[config.mk]
export PLATFORM = sky130hd
export DESIGN_NAME = imem_dmem_arbiter
export DESIGN_NICKNAME = d
export VERILOG_FILES = /design/src/rtl/imem_dmem_arbiter.sv
export SDC_FILE = /design/constraint.sdc
export NUM_CORES = 1
export LEC_CHECK = 0
export CELL_PAD_IN_SITES_DETAIL_PLACEMENT = 1
export CELL_PAD_IN_SITES_GLOBAL_PLACEMENT = 1
export CORE_MARGIN = 2
export CORE_UTILIZATION = 24
export DETAILED_ROUTE_END_ITERATION = 10
export HOLD_SLACK_MARGIN = 0.06
export PLACE_DENSITY_LB_ADDON = 0.15
export SETUP_SLACK_MARGIN = 0.1
export SLEW_MARGIN = 20
export SYNTH_ARGS = -nofsm -noshare
export SYNTH_HDL_FRONTEND = slang
export SYNTH_SLANG_ARGS = --single-unit
[constraint.sdc]
create_clock -name clk -period 2.3 [get_ports clk]
set_input_delay 0.345 -clock clk [delete_from_list [all_inputs] [get_ports clk]]
set_output_delay 0.345 -clock clk [all_outputs]
set_load 0.005 [all_outputs]
[src/rtl/imem_dmem_arbiter.sv]
// imem_dmem_arbiter: shares one memory port between fetch and load/store, data-first with bounded fetch starvation.
module imem_dmem_arbiter #(
   parameter int AWIDTH    = 32,
   parameter int DWIDTH    = 32,
   parameter int MAX_STALL = 3
) (
   input  logic              clk,
   input  logic              rst,
   input  logic              if_req_i,
   input  logic [AWIDTH-1:0] if_addr_i,
   output logic              if_gnt_o,
   output logic              if_rvalid_o,
   output logic [DWIDTH-1:0] if_rdata_o,
   input  logic              d_req_i,
   input  logic              d_we_i,
   input  logic [AWIDTH-1:0] d_addr_i,
   input  logic [DWIDTH-1:0] d_wdata_i,
   output logic              d_gnt_o,
   output logic              d_rvalid_o,
   output logic [DWIDTH-1:0] d_rdata_o,
   output logic [AWIDTH-1:0] mem_addr_o,
   output logic [DWIDTH-1:0] mem_data_o,
   output logic              mem_read_en_o,
   output logic              mem_write_en_o,
   input  logic [DWIDTH-1:0] mem_data_i
);
   localparam int CW = $clog2(MAX_STALL + 1);
   typedef enum logic [1:0] {IDLE, RESP_IF, RESP_DL, RESP_DS} state_t;
   state_t state;
   logic [CW-1:0] starve_cnt;
   logic [DWIDTH-1:0] d_rdata;
   logic starved;
   assign starved = starve_cnt == CW'(MAX_STALL);
   // fetch wins only when data is absent or fetch has lost MAX_STALL times in a row
   assign if_gnt_o = rst && if_req_i && (!d_req_i || starved);
   assign d_gnt_o  = rst && d_req_i && !if_gnt_o;
   assign mem_addr_o     = if_gnt_o ? if_addr_i : d_gnt_o ? d_addr_i : '0;
   assign mem_write_en_o = d_gnt_o && d_we_i;
   assign mem_read_en_o  = if_gnt_o || (d_gnt_o && !d_we_i);
   assign mem_data_o     = mem_write_en_o ? d_wdata_i : '0;
   assign if_rvalid_o = state == RESP_IF;
   assign d_rvalid_o  = state == RESP_DL || state == RESP_DS;
   assign d_rdata_o   = state == RESP_DS ? '0 : d_rdata;
   always_ff @(posedge clk or negedge rst) begin
      if (!rst) begin
         state      <= IDLE;
         starve_cnt <= '0;
         if_rdata_o <= '0;
         d_rdata    <= '0;
      end else begin
         state      <= if_gnt_o ? RESP_IF : d_gnt_o ? (d_we_i ? RESP_DS : RESP_DL) : IDLE;
         starve_cnt <= (if_req_i && !if_gnt_o) ? (starved ? starve_cnt : starve_cnt + 1'b1) : '0;
         if (if_gnt_o) if_rdata_o <= mem_data_i;
         if (d_gnt_o && !d_we_i) d_rdata <= mem_data_i;
      end
   end
endmodule

==> metrics list <==
- The final count of pins violating max slew is 0.
- In this run the static leakage power is 3.22 nW.
- Static timing analysis puts the maximum clock frequency at 424 MHz.
- Relative to the synthesized area, the layout overhead comes to 104%.
* Root buf cell: sky130_fd_sc_hd__clkbuf_16
- Highest-count cells in the layout ignoring fill and taps: sky130_fd_sc_hd__clkdlybuf4s50_1 (196), sky130_fd_sc_hd__dfrtp_1 (68), sky130_fd_sc_hd__mux2_2 (63), sky130_fd_sc_hd__and3_1 (34), sky130_fd_sc_hd__and2_1 (33)
* Final WS setup: -0.0578 ns
- Total negative setup slack: -0.0766 ns
* Portion of the clock cycle consumed by the worst path in the final layout: 103%
- TritonCTS built the clock tree.
- Unrepaired setup endpoints after global routing: true
* Overall global routing resource usage: 20.5%
* Worst setup SP type: flop
- Once the floorplan was initialized, standard cells occupied 24.4% of the core.
- Vias per cell: 4.57
- Dividing the detail-routed wire length by the instance count gives 21.2 µm.
- Worst slew pin tran: 0.532 ns
- The floorplan step defined a core boundary enclosing 13800 µm².
* Total chip power: 4.39 mW
- Net count reported at finish: 702
* Mapped Area: 3360 µm²
- The number of hold violations in the final report was 0.
* Clock buffers created by TritonCTS: 9
* Synthesized netlist cell count: 269
- For the worst setup path, the data required time is 1.96 ns.
* Maximum vdd ir drop: 0.459 mV
- Total via count in the routed design: 3442
* Met3 routing resource usage after global routing: 6.23%
- Global routing usage on met2: 38.3%
- Register-to-register path setup slack: 0.19 ns
* Power density relative to cell area: 640 nW/µm²
* Max stage delay on crit path: 0.50 ns
- Met1 track utilization from global routing: 21.9%
- Max capacitance violation total: 0
- Final period demand of the worst path: 2.36 ns
* Family with the most delay on the worst path: buffers and inverters
* Clk Latency, worst-skew pair: 0.32 ns
- The worst setup path is of the flop to primary output kind.
- TritonCTS Sinks: 68
- Synthesized flop and latch total: 68
- Once detailed placement completed, the half-perimeter wirelength came to 11200 µm.
- The run finished, with violations left.
- Routed wire length: 16000 µm
- Leftover overflow at the end of global routing: 0
* Die X: 122 µm
- In this run the number of H-tree levels came out at 3.
* Antenna violations before repair: 0
- 267 I/O pins were placed.
- Count of buffering cells on the critical path with inverters included: 3
- Number of design rule violations left after detail routing: 0
- Yosys mapped the design onto 20 distinct sky130hd cell types.
* Die area: 15000 µm²
- Most Crowded Layer GR: met2
- Number of buffers on the longest clock path: 2
- During synthesis, Yosys emitted a total of 0 warnings.
* Site Rows: 43
- Mean Syn Cell Area: 12.5 µm²
- Clock skew: 0.00541 ns
- Critical Path Slowest Stage Cell: sky130_fd_sc_hd__clkdlybuf4s50_1
- Of all nets on the critical path, the largest fanout is 8.
- Clock-pin slew was measured on the worst setup and hold paths at 0.06 ns.
* Data arrival time of the critical path: 2.01 ns
- Final std cell area, no fill: 6860 µm²
* Via count of the first global-routing pass: 3686
* Vertical die dimension: 122 µm
- Area post-placement: 6290 µm²
* Global-route wire length before repair: 22800 µm
* Commonest non-fill, non-tap cell in the layout: sky130_fd_sc_hd__clkdlybuf4s50_1
* ANT cells: 0
- Worst slack at placement: -0.222 ns
* Cell chain of the critical path: ha_4 > a21oi_4 > buf_4 > buf_6 > and3_1 > clkdlybuf4s50_1
- GPL Wtd Cong: 0.789
- Fraction of final layout cells sized beyond drive strength 1: 28.6%
- Once detail routing completed, the nets flagged for antenna violations numbered 0.
- Count of input and output buffers: 266
- The path class of the tightest hold or removal check is input port to async pin.
* Failing checks: negative setup slack
- STA classifies the critical path endpoint as a primary output.
- Sequential elements use 50.7% of the synthesized area.
* Number of design-rule violations left by the first detailed-router iteration: 109
- For this run, the detailed router's first-pass iteration total came to 4.
- Setup violations remaining at the end of the flow were counted as 5.
* Pin count of the biggest net entering global routing: 42
* Headroom to the max-slew limit: 64.5%
- Post-synthesis net count: 403
-- repair_timing --
action                                 in CTS  in global routing
endpoints found under the hold margin       0                  0
pin swaps                                  15                  0
hold buffers                                0                  0
cloned                                      7                  1
setup endpoints to repair                  68                 54
resized for setup                         171                 19
setup buffers                              19                  3
-- area by class of cell --
type | instances | area (µm²)
clock buffer | 12 | 246
fill | 1500 | 6920
timing repair buffer | 312 | 3060
sequential | 68 | 1700
inverter | 2 | 12.5
clock inverter | 4 | 48.8
multi-input combinational | 175 | 1560
tap | 180 | 225
-- power breakdown --
| part | leakage (nW) | total (mW) | switching [mW] | internal (mW) |
|---|---|---|---|---|
| combinational | 2.26 | 1.48 | 0.471 | 1.01 |
| clock | 0.147 | 1.36 | 0.491 | 0.867 |
| sequential | 0.808 | 1.55 | 0.114 | 1.44 |
| total | 3.22 | 4.39 | 1.08 | 3.31 |
-- synthesized netlist by cell type, drive strengths merged --
cell	instances	area (µm²)
dfrtp	68	1700
mux2	65	732
and3	34	213
and2	33	206
a22o	32	280
buf	14	88.8
clkbuf	10	37.5
a21oi	2	10.0
inv	2	7.50
nand2	2	7.51
a211oi	1	20.0
a21o	1	7.51
ha	1	12.5
nor2b	1	6.26
o211ai	1	12.5
or2	1	6.26
xnor2	1	8.76
-- worst reg2reg max path: cells and delay by family, from the launching register on --
| family | cells | cell delay, ns |
|---|---|---|
| buffers and inverters | 3 | 0.72 |
| adder cells (fa/ha/maj) | 1 | 0.20 |
| multiplexers | 1 | 0.41 |
| AO/OA/AOI/OAI | 1 | 0.26 |
| flip-flops | 1 | 0.41 |
-- final timing paths --
path | start | endpoint | cells past startpoint
min in group clk | d_rdata[30]$_DFFE_PN0P_ | d_rdata[30]$_DFFE_PN0P_ | 1
worst max-delay path | starve_cnt[1]$_DFFE_PN0P_ | mem_data_o[23] | 6
worst max register to register | starve_cnt[1]$_DFFE_PN0P_ | d_rdata[31]$_DFFE_PN0P_ | 6
max in group asynchronous | rst | d_rdata[26]$_DFFE_PN0P_ | 3
worst min-delay path | rst | d_rdata[6]$_DFFE_PN0P_ | 2
worst min register to register | d_rdata[30]$_DFFE_PN0P_ | d_rdata[30]$_DFFE_PN0P_ | 1
-- layer usage --
metal  wire length [µm]  vias up
li1                   -     1566
met1               5660     1696
met2               8560      159
met3               1320       21
met4                464        0
met5                  0        -
-- through the flow --
stage               util, %  hold slack (ns)  cells
floorplan                 -           0.0494    269
global placement       45.7            0.458    707
detailed placement     45.7            0.472    707
CTS                    49.6            0.127    749
global route           49.8            0.140    753
finish                 49.8            0.118    753
-- registers in the layout, indices dropped and copies added (netlist names) --
| register | cells |
|---|---|
| d_rdata | 32 |
| if_rdata_o | 32 |
| starve_cnt | 2 |
| state | 2 |
-- cells by family after synthesis --
logic type,after synthesis,synth area share (%)
simple gates,71,13.1
flops,68,50.7
mux,65,21.8
compound gates,37,9.84
buf+inv,26,3.99
xor+xnor,1,0.261
fa+ha+maj,1,0.373
No activity file was read; power rests on OpenSTA's default activity.
